File: src/rtl/decode_pipe.sv
// WISC decode stage: instruction decode, immediate extension, register file with optional
// write-back bypass, load-use / branch-operand stalls, ID-stage branch resolution, ID/EX register.
module decode_pipe #(
    parameter int  DATA_W       = 16,
    parameter int  NUM_REGS     = 8,
    parameter bit  BYPASS_WB    = 1'b1,
    parameter bit  BRANCH_IN_ID = 1'b1,
    localparam int REG_AW       = $clog2(NUM_REGS)
) (
    input  logic              clk,
    input  logic              rst,
    input  logic              if_valid,
    input  logic [15:0]       if_instr,
    input  logic [DATA_W-1:0] if_pc,
    input  logic [DATA_W-1:0] if_pc_inc,
    output logic              id_ready,
    input  logic              ex_ready,
    input  logic              wb_en,
    input  logic [REG_AW-1:0] wb_sel,
    input  logic [DATA_W-1:0] wb_data,
    input  logic              mem_regwrite,
    input  logic [REG_AW-1:0] mem_wsel,
    output logic              redirect_valid,
    output logic [DATA_W-1:0] redirect_pc,
    output logic              halted,
    output logic              ex_valid,
    output logic [11:0]       ex_ctrl,
    output logic [3:0]        ex_aluop,
    output logic [DATA_W-1:0] ex_rs_val,
    output logic [DATA_W-1:0] ex_rt_val,
    output logic [DATA_W-1:0] ex_imm,
    output logic [DATA_W-1:0] ex_pc_inc,
    output logic [REG_AW-1:0] ex_rs,
    output logic [REG_AW-1:0] ex_rt,
    output logic [REG_AW-1:0] ex_wsel
);

    typedef struct packed {
        logic mem_to_reg;
        logic mem_read;
        logic mem_write;
        logic alu_src;
        logic reg_write;
        logic write_r7;
        logic jump_reg;
        logic jump;
        logic branch;
        logic nop;
        logic halt;
        logic is_br;
    } ctrl_t;

    typedef enum logic [3:0] {
        ALU_ADD, ALU_SUB, ALU_XOR, ALU_ANDN, ALU_ROL, ALU_SLL, ALU_ROR, ALU_SRL,
        ALU_SEQ, ALU_SLT, ALU_SLE, ALU_SCO, ALU_BTR, ALU_LBI, ALU_SLBI, ALU_PASS
    } aluop_t;

    logic [4:0]        w_opcode;
    logic [REG_AW-1:0] w_rs, w_rt, w_rd, w_r7, w_wsel;
    logic [DATA_W-1:0] w_sext5, w_zext5, w_sext8, w_zext8, w_sext11, w_imm;
    logic [DATA_W-1:0] w_rs_val, w_rt_val;
    ctrl_t             w_ctrl;
    aluop_t            w_aluop;
    logic              w_rs_used, w_rt_used, w_cond, w_taken;
    logic              w_load_use, w_br_stall, w_stall, w_transfer;
    logic              w_unused_pc;

    logic [DATA_W-1:0] r_regs [NUM_REGS];
    logic              r_halted, r_ex_valid;
    ctrl_t             r_ex_ctrl;
    aluop_t            r_ex_aluop;
    logic [DATA_W-1:0] r_ex_rs_val, r_ex_rt_val, r_ex_imm, r_ex_pc_inc;
    logic [REG_AW-1:0] r_ex_rs, r_ex_rt, r_ex_wsel;

    // Targets are formed from pc_inc; the raw PC is carried only for interface symmetry.
    assign w_unused_pc = ^if_pc;

    assign w_opcode = if_instr[15:11];
    assign w_rs     = REG_AW'(if_instr[10:8]);
    assign w_rt     = REG_AW'(if_instr[7:5]);
    assign w_rd     = REG_AW'(if_instr[4:2]);
    assign w_r7     = REG_AW'(7);
    assign w_sext5  = DATA_W'($signed(if_instr[4:0]));
    assign w_zext5  = DATA_W'(if_instr[4:0]);
    assign w_sext8  = DATA_W'($signed(if_instr[7:0]));
    assign w_zext8  = DATA_W'(if_instr[7:0]);
    assign w_sext11 = DATA_W'($signed(if_instr[10:0]));

    // NOTE: every signal driven here gets a default first, so no path can infer a latch.
    always_comb begin
        w_ctrl    = '0;
        w_aluop   = ALU_ADD;
        w_imm     = '0;
        w_wsel    = '0;
        w_rs_used = 1'b0;
        w_rt_used = 1'b0;
        case (w_opcode)
            5'b00000: w_ctrl.halt = 1'b1;
            5'b01000, 5'b01001, 5'b01010, 5'b01011,
            5'b10100, 5'b10101, 5'b10110, 5'b10111: begin
                w_ctrl.alu_src   = 1'b1;
                w_ctrl.reg_write = 1'b1;
                w_rs_used        = 1'b1;
                w_wsel           = w_rt;
                w_aluop          = aluop_t'({1'b0, w_opcode[4], w_opcode[1:0]});
                w_imm            = (w_opcode[4:1] == 4'b0100) ? w_sext5 : w_zext5;
            end
            5'b11010, 5'b11011, 5'b11100, 5'b11101, 5'b11110, 5'b11111: begin
                w_ctrl.reg_write = 1'b1;
                w_rs_used        = 1'b1;
                w_rt_used        = 1'b1;
                w_wsel           = w_rd;
                w_aluop          = w_opcode[2] ? aluop_t'({2'b10, w_opcode[1:0]})
                                               : aluop_t'({1'b0, ~w_opcode[0], if_instr[1:0]});
            end
            5'b11001: begin
                w_ctrl.reg_write = 1'b1;
                w_rs_used        = 1'b1;
                w_wsel           = w_rd;
                w_aluop          = ALU_BTR;
            end
            5'b10000, 5'b10011: begin
                w_ctrl.mem_write = 1'b1;
                w_ctrl.alu_src   = 1'b1;
                w_ctrl.reg_write = w_opcode[1];
                w_rs_used        = 1'b1;
                w_rt_used        = 1'b1;
                w_wsel           = w_opcode[1] ? w_rs : '0;
                w_imm            = w_sext5;
            end
            5'b10001: begin
                w_ctrl.mem_to_reg = 1'b1;
                w_ctrl.mem_read   = 1'b1;
                w_ctrl.alu_src    = 1'b1;
                w_ctrl.reg_write  = 1'b1;
                w_rs_used         = 1'b1;
                w_wsel            = w_rt;
                w_imm             = w_sext5;
            end
            5'b11000, 5'b10010: begin
                w_ctrl.alu_src   = 1'b1;
                w_ctrl.reg_write = 1'b1;
                w_rs_used        = w_opcode[1];
                w_wsel           = w_rs;
                w_aluop          = w_opcode[1] ? ALU_SLBI : ALU_LBI;
                w_imm            = w_opcode[1] ? w_zext8 : w_sext8;
            end
            5'b01100, 5'b01101, 5'b01110, 5'b01111: begin
                w_ctrl.branch = 1'b1;
                w_rs_used     = 1'b1;
                w_imm         = w_sext8;
            end
            5'b00100, 5'b00110: begin
                w_ctrl.jump      = 1'b1;
                w_ctrl.reg_write = w_opcode[1];
                w_ctrl.write_r7  = w_opcode[1];
                w_wsel           = w_opcode[1] ? w_r7 : '0;
                w_aluop          = w_opcode[1] ? ALU_PASS : ALU_ADD;
                w_imm            = w_sext11;
            end
            5'b00101, 5'b00111: begin
                w_ctrl.jump_reg  = 1'b1;
                w_ctrl.reg_write = w_opcode[1];
                w_ctrl.write_r7  = w_opcode[1];
                w_rs_used        = 1'b1;
                w_wsel           = w_opcode[1] ? w_r7 : '0;
                w_aluop          = w_opcode[1] ? ALU_PASS : ALU_ADD;
                w_imm            = w_sext8;
            end
            default: w_ctrl.nop = 1'b1;
        endcase
        w_ctrl.is_br = !BRANCH_IN_ID && (w_ctrl.branch || w_ctrl.jump || w_ctrl.jump_reg);
    end

    assign w_rs_val = (BYPASS_WB && wb_en && wb_sel == w_rs) ? wb_data : r_regs[w_rs];
    assign w_rt_val = (BYPASS_WB && wb_en && wb_sel == w_rt) ? wb_data : r_regs[w_rt];

    always_comb begin
        case (w_opcode[1:0])
            2'b00:   w_cond = (w_rs_val == '0);
            2'b01:   w_cond = (w_rs_val != '0);
            2'b10:   w_cond = w_rs_val[DATA_W-1];
            default: w_cond = ~w_rs_val[DATA_W-1];
        endcase
    end
    assign w_taken = w_ctrl.branch & w_cond;

    assign w_load_use = r_ex_valid & r_ex_ctrl.mem_read & r_ex_ctrl.reg_write &
                        ((w_rs_used & (r_ex_wsel == w_rs)) | (w_rt_used & (r_ex_wsel == w_rt)));
    // Branch operands are consumed in ID, so any older in-flight writer of rs must drain to WB.
    assign w_br_stall = BRANCH_IN_ID & (w_ctrl.branch | w_ctrl.jump_reg) &
                        ((r_ex_valid & r_ex_ctrl.reg_write & (r_ex_wsel == w_rs)) |
                         (mem_regwrite & (mem_wsel == w_rs)));
    assign w_stall    = if_valid & (w_load_use | w_br_stall);
    assign id_ready   = ex_ready & ~w_stall & ~r_halted;
    assign w_transfer = if_valid & id_ready;

    assign redirect_valid = BRANCH_IN_ID & w_transfer & (w_taken | w_ctrl.jump | w_ctrl.jump_reg);
    assign redirect_pc    = (w_ctrl.jump_reg ? w_rs_val : if_pc_inc) + w_imm;

    // NOTE: the register file must read as zero after reset, so it is reset like any
    // other flop array and cannot map onto a RAM macro.
    always_ff @(posedge clk or negedge rst) begin
        if (!rst) begin
            for (int i = 0; i < NUM_REGS; i++) r_regs[i] <= '0;
        end else if (wb_en) begin
            r_regs[wb_sel] <= wb_data;
        end
    end

    always_ff @(posedge clk or negedge rst) begin
        if (!rst) begin
            r_halted    <= 1'b0;
            r_ex_valid  <= 1'b0;
            r_ex_ctrl   <= '0;
            r_ex_aluop  <= ALU_ADD;
            r_ex_rs_val <= '0;
            r_ex_rt_val <= '0;
            r_ex_imm    <= '0;
            r_ex_pc_inc <= '0;
            r_ex_rs     <= '0;
            r_ex_rt     <= '0;
            r_ex_wsel   <= '0;
        end else if (ex_ready) begin
            if (w_transfer) begin
                r_halted    <= r_halted | w_ctrl.halt;
                r_ex_valid  <= 1'b1;
                r_ex_ctrl   <= w_ctrl;
                r_ex_aluop  <= w_aluop;
                r_ex_rs_val <= w_rs_val;
                r_ex_rt_val <= w_rt_val;
                r_ex_imm    <= w_imm;
                r_ex_pc_inc <= if_pc_inc;
                r_ex_rs     <= w_rs;
                r_ex_rt     <= w_rt;
                r_ex_wsel   <= w_wsel;
            end else begin
                r_ex_valid  <= 1'b0;
                r_ex_ctrl   <= '0;
                r_ex_aluop  <= ALU_ADD;
                r_ex_rs_val <= '0;
                r_ex_rt_val <= '0;
                r_ex_imm    <= '0;
                r_ex_pc_inc <= '0;
                r_ex_rs     <= '0;
                r_ex_rt     <= '0;
                r_ex_wsel   <= '0;
            end
        end
    end

    assign halted    = r_halted;
    assign ex_valid  = r_ex_valid;
    assign ex_ctrl   = r_ex_ctrl;
    assign ex_aluop  = r_ex_aluop;
    assign ex_rs_val = r_ex_rs_val;
    assign ex_rt_val = r_ex_rt_val;
    assign ex_imm    = r_ex_imm;
    assign ex_pc_inc = r_ex_pc_inc;
    assign ex_rs     = r_ex_rs;
    assign ex_rt     = r_ex_rt;
    assign ex_wsel   = r_ex_wsel;

endmodule
File: config.mk
export PLATFORM = sky130hd
export DESIGN_NAME = decode_pipe
export DESIGN_NICKNAME = d
export VERILOG_FILES = /design/src/rtl/decode_pipe.sv
export SDC_FILE = /design/constraint.sdc
export NUM_CORES = 1
export LEC_CHECK = 0
export ABC_AREA = 1
export CORE_ASPECT_RATIO = 0.8
export CORE_MARGIN = 4
export CORE_UTILIZATION = 35
export DETAILED_ROUTE_END_ITERATION = 16
export HOLD_SLACK_MARGIN = 0.08
export PLACE_DENSITY = 0.57
export SETUP_SLACK_MARGIN = 0.1
export SYNTH_ARGS = -nofsm -noshare
export SYNTH_HDL_FRONTEND = slang
export SYNTH_SLANG_ARGS = --single-unit
export TNS_END_PERCENT = 1
File: constraint.sdc
create_clock -name clk -period 16.4 [get_ports clk]
set_input_delay 4.92 -clock clk [delete_from_list [all_inputs] [get_ports clk]]
set_output_delay 4.92 -clock clk [all_outputs]
set_load 0.01 [all_outputs]
==> metrics, run 1 <==
status=complete, no violations; asr flop ratio synth=between 90% and 100%; Post-synth EDFFs=0; placed cell count=2260; antenna-violating nets left=0; Hold WS=0.478 ns; mapped cell area=12500 um2; Psw=around 0.47 mW; Worst Hold Class=reg2reg; flops & latches, synth=212; clk buf depth=3; Place WS=1.90 ns; Routed WL per cell=19.2 um; fin. max-slew vios=0; All-Layer GR Usage=22.4%; Peak Freq=68.2 MHz; Core ar.=between 30000 and 40000 um2; CTS Hold Buffers Added=0; largest net degree at the start of global routing=85; Final Hold Viols=0; CP Buf/Inv Count=6; Switching Fraction=between 30% and 40%; clock sinks=212; ys flop type=dfrtp_1; root buffer cell=clkbuf_16; Top-Level Pins=between 150 and 200; effective utilization at floorplan=35.8%; vias in the first global route=11.4k; Die Span X=220 um; GRT overflow=0; WL final=44.1 mm; met2 WL=19.0 mm; Final Cell Area=15200 um2; YS warnings=0; area grow syn2layout=21.2%; number of diodes=0; CTS H-Tree Depth=1; crit path DAT=9.75 ns; Startpoint Class=primary input; Vias=12.0k; placed instance area=~14000 um2; final core utilization=43.3%; Logic pwr share=21.4%; Int Pwr=1.03 mW; syn_area_per_cell=7.33 um2; Final nets=1904; Routed met3 length=3.75 mm; height of the chip=177 um; DRC=0; fin cells=2303; CP Capture Type=primary output; worst skew pair latency=0.53 ns; part of the power in registers=41.4%; final setup margin=1.73 ns; largest stage delay on the critical path=0.76 ns; die area=between 30000 and 40000 um2; hold path cells=2; FP Rows=61; max cap viols=0; slowest CP cell=clkdlybuf4s50_1; Overall Power=1.50 mW; Crit Path Category=in2out; Synthesized Nets=1800; postcts setup bufs=0; PostCTS Resize Cnt=0; DR pass1 iterations=6; Rel. slew slack=26.5%; Detailed Place HPWL=29.2 mm; post-synthesis sequential area ratio=42.3%; Max VDD drop=0.0000594 V; Tcrit/Tclk final=89.5%; PD cells=98.8 nW/um2; Synth cell types=54; Synth Instances=about 1.7k; final period demand of the worst path=14.67 ns; CTS Buf Count=24; initial antenna violation count=0; Worst Tran Pin Value=1.10 ns; port bufs=167; CTS tree=built; Crit path top cell by count=nand2_1; crit-path cells=clkdlybuf4s50_1, inv_1, nand2_1, nor2_2, nor2_1, nor2_1, nor2_1, nand3_1, inv_1, nor2_1, ha_1, nand3_1, nand2_1, inv_1, o21ai_0, nand3_1, inv_1, nor2_1, o21ai_2, nand2_1, nand2_1, nand2_1, nand2_1, clkdlybuf4s50_1; layout cells sized above 1=8.79%; Clk pin slew, worst setup/hold paths=0.06 ns; CP Max Fanout=11; M1 wire length=around 20 mm; total negative slack=0 ns; cell count of the worst reg-to-reg path=12; Clock power frac=37.2%; Layout Skew=between 0.007 and 0.008 ns; first-pass GRT wire length=68.0 mm; Vias per Instance=approximately 5.2; RD Place Congestion=approximately 0.89; unrepaired setup endpoints after global routing=no; critical path required time=11.48 ns; number of cells on the critical path=24; CP delay by family, top=simple AND/OR/NAND/NOR gates; Setup-failing EPs final=0; Starting DRT DRC Count=between 1k and 1.5k; max layer used=met4; Pleak=7.19 nW
cell families (layout without fill, tap and decap cells):
| kind of cell | Yosys count | count (layout) | synth area share, % |
|---|---|---|---|
| buf+inv | 281 | 402 | 9.97 |
| compound gates | 424 | 424 | 19.8 |
| flops | 212 | 212 | 42.3 |
| fa+ha+maj | 14 | 14 | 1.46 |
| other cells | 1 | 1 | 0.0299 |
| simple gates | 758 | 758 | 25.0 |
| xor+xnor | 20 | 20 | 1.40 |
power by group through the flow:
stage                     logic, mW  registers (mW)  clock network (mW)
after floorplan               0.205           0.620                   0
final                         0.321           0.621               0.558
after CTS                     0.320           0.620               0.571
after global placement        0.314           0.627                   0
after global routing          0.364           0.629               0.593
after detailed placement      0.319           0.629                   0
synth_stat cells, types with 6 or more instances:
cell	n	area [um2]
o211ai_1	12	90.1
a21oi_1	73	365
o21ai_0	245	1230
nand2_2	6	37.5
dfrtp_1	212	5310
xor2_1	14	123
clkbuf_1	60	225
o21ai_2	51	447
nand4_1	8	50.1
buf_1	7	26.3
nand2_1	526	1970
inv_1	153	574
nor3_1	8	40.0
ha_1	13	163
o311ai_0	16	140
buf_2	21	105
buf_4	14	105
nor2_1	88	330
inv_2	15	56.3
xnor2_1	6	52.6
nand3_1	100	500
nor2_2	8	50.1
cells in the final DEF, fill, tap and decap left out, drive strengths merged, types with 2 or more instances in the layout:
cell / synthesis / final
a21oi: 74 / 74
a31oi: 3 / 3
buf: 51 / 25
bufinv: 0 / 2
clkbuf: 61 / 37
clkdlybuf4s50: 0 / 164
clkinv: 0 / 5
dfrtp: 212 / 212
ha: 13 / 13
inv: 169 / 169
nand2: 534 / 534
nand3: 105 / 105
nand4: 8 / 8
nor2: 97 / 97
nor3: 9 / 9
o2111ai: 2 / 2
o211ai: 12 / 12
o21ai: 297 / 297
o21bai: 2 / 2
o221ai: 5 / 5
o22ai: 4 / 4
o311ai: 16 / 16
o31ai: 2 / 2
xnor2: 6 / 6
xor2: 14 / 14
sequential cells by signal, summed over array words and instances, names as in the netlist, 3 cells and up:
signal / flops
ex_aluop: 4
r_regs: 128
ex_rt_val: 16
ex_pc_inc: 16
ex_wsel: 3
ex_rs_val: 16
ex_rs: 3
ex_rt: 3
ex_ctrl: 10
ex_imm: 11
area by class of cell:
class	instances	area [um2]
Clock inverter	7	85.1
Fill cell	3580	19800
Multi-Input combinational cell	1217	6000
Tap cell	472	591
Sequential cell	212	5310
Timing Repair Buffer	190	1840
Inverter	169	637
Clock buffer	36	727
final timing paths:
path	slack, ns	start	to
setup / recovery	1.73	if_instr[12]	redirect_pc[13]
hold / removal	0.48	ex_pc_inc[8]	ex_pc_inc[8]
hold reg to reg	0.48	ex_pc_inc[8]	ex_pc_inc[8]
setup reg to reg	13.25	ex_wsel[1]	ex_rs_val[7]
max in group asynchronous	10.53	rst	r_regs[118]
min in group asynchronous	4.44	rst	r_regs[91]
tightest hold or removal path: stages (launching register included):
cell	delay, ns
dfrtp_1	0.34
nand2_1	0.06
o21ai_2	0.05
per-layer routing:
| layer | vias up | global-route usage (%) |
|---|---|---|
| met3 | 53 | 4.96 |
| met4 | 0 | 4.95 |
| met2 | 508 | 33.8 |
| met1 | 5646 | 32.9 |
| li1 | 5773 | - |
| met5 | - | 0 |
(Power assumes the default switching activity.)
==> run 2: changes to the inputs <==
Settings changed: CAP_MARGIN from default to 40, CORE_MARGIN 4 to 2, CORE_UTILIZATION 35 to 60, PLACE_DENSITY 0.57 to 0.88.
==> metrics, run 2 (synthesized netlist as in run 1, its figures left out) <==
effective utilization at floorplan=60.9% (+25 points); CTS tree=built; PD cells=96.8 nW/um2 (-2.1%); critical path required time=11.48 ns (about the same); Crit path top cell by count=nand2_1; Top-Level Pins=185 (unchanged); Setup-failing EPs final=0 (unchanged); Startpoint Class=primary input; max FFs per register=128 (unchanged); port bufs=167 (unchanged); reg2reg setup slack=13.57 ns (+0.32 ns); layout cells sized above 1=8.69% (-0.10 points); hold path cells=2 (unchanged); RD Place Congestion=0.915 (+3.1%); CTS H-Tree Depth=1 (unchanged); clock sinks=212 (unchanged); Max VDD drop=0.0000731 V (+23%); max cap viols=0 (unchanged); Worst Tran Pin Value=0.857 ns (-0.246 ns); Vias=12.7k (+6.4%); Vias per Instance=6.07 (+17%); Final Hold Viols=0 (unchanged); antenna-violating nets left=0 (unchanged); Clk pin slew, worst setup/hold paths=0.06 ns (about the same); height of the chip=133 um (-25%); Overall Power=1.45 mW (-3.5%); Die Span X=166 um (-25%); worst skew pair latency=0.53 ns (about the same); FP Rows=47 (-23%); commonest non-fill, non-tap cell in the layout=nand2_1; fin. max-slew vios=0 (unchanged); CP Max Fanout=23 (+12); die area=22100 um2 (-43%); RR Endpoint=ex_imm[14]; slowest CP cell=clkdlybuf4s50_1; vias in the first global route=12.3k (+7.9%); total negative slack=0 ns (unchanged); Final nets=1905 (+0.053%); largest register by flop count=r_regs; status=complete, no violations; All-Layer GR Usage=36.8% (+14 points); postcts setup bufs=0 (unchanged); initial antenna violation count=1 (+1); CTS Hold Buffers Added=0 (unchanged); # fillers=1570 (-56%); Pleak=7.20 nW (+0.16%); Crit Path Category=in2out; DR pass1 iterations=6 (unchanged); Starting DRT DRC Count=1654 (+46%); CP delay by family, top=buffers and inverters; first-pass GRT wire length=63.7 mm (-6.3%); CTS Buf Count=22 (-8.3%); most frequent cells in the layout=526 x nand2_1, 245 x o21ai_0, 212 x dfrtp_1; launching point of the worst reg2reg path=ex_wsel[2]; Rel. slew slack=42.9% (+16 points); root buffer cell=clkbuf_16; Worst Hold Class=reg2reg; unrepaired setup endpoints after global routing=no; Detailed Place HPWL=26.5 mm (-9.4%); cell count of the worst reg-to-reg path=10 (-2); PostCTS Resize Cnt=0 (unchanged); largest net degree at the start of global routing=86 (+1.2%); Routed WL per cell=19.3 um (+0.54%); Core ar.=20600 um2 (-41%); hold endpoint=ex_aluop[1]; largest stage delay on the critical path=0.54 ns (-0.22 ns); crit path DAT=9.79 ns (+0.04 ns); Peak Freq=68.0 MHz (-0.24%); WL final=40.5 mm (-8.3%); CP Buf/Inv Count=7 (+1); final period demand of the worst path=14.71 ns (+0.0351 ns); GRT overflow=0 (unchanged); CP Capture Type=primary output; hold wc startpoint=ex_aluop[1]; Tcrit/Tclk final=89.7% (+0.21 points); clk buf depth=3 (unchanged); DRC=0 (unchanged); Layout Skew=0.0298 ns (+0.0220 ns); area grow syn2layout=19.4%
[run 2: layout make-up]
cell class	count	area, um2	share of cell area, %
Multi-Input combinational cell	1217	6000	40.1
Sequential cell	212	5310	35.5
Timing Repair Buffer	193	1980	13.2
Inverter	169	637	4.26
Clock buffer	31	624	4.17
Tap cell	269	337	2.25
Clock inverter	8	80.1	0.535
Antenna cell	1	2.50	0.0167
[run 2: stage by stage]
step / setup WS [ns] / std cells / util [%] / area (um2) / hold slack, ns
finish: 1.69 / 2100 / 72.7 / 15000 / 0.479
global route: 1.56 / 2100 / 72.7 / 15000 / 0.492
CTS: 1.87 / 2099 / 72.7 / 15000 / 0.484
detailed placement: 1.93 / 2060 / 69.2 / 14300 / 0.470
global placement: 2.07 / 2052 / 68.4 / 14100 / 0.464
floorplan: 3.89 / 1710 / - / 12500 / 0.453
[run 2: worst max-delay path by stage]
stage                  from               to  slack [ns]  cells after the start
3_3_place_gp   if_instr[10]  redirect_pc[13]        2.07                     26
3_5_place_dp   if_instr[10]  redirect_pc[13]        1.93                     26
4_1_cts        if_instr[10]  redirect_pc[13]        1.87                     26
6_report       if_instr[10]  redirect_pc[13]        1.69                     26
5_1_grt        if_instr[10]  redirect_pc[13]        1.56                     26
2_1_floorplan  if_instr[15]  redirect_pc[13]        3.89                     20
[run 2: tightest hold or removal path, stage by stage (launching register included)]
cell	delay [ns]
dfrtp_1	0.34
nand2_1	0.06
o21ai_2	0.04
[run 2: routing by layer]
layer | GRT usage (%) | routed length (um)
met5 | 0 | 0
met2 | 55.7 | 17800
met4 | 18.0 | 1980
met1 | 50.9 | 15700
met3 | 7.10 | 5030
[run 2: report_power, final]
| group | switching [mW] | internal [mW] |
|---|---|---|
| sequential | 0.0404 | 0.583 |
| clock | 0.216 | 0.282 |
| combinational | 0.208 | 0.118 |
| total | 0.464 | 0.983 |
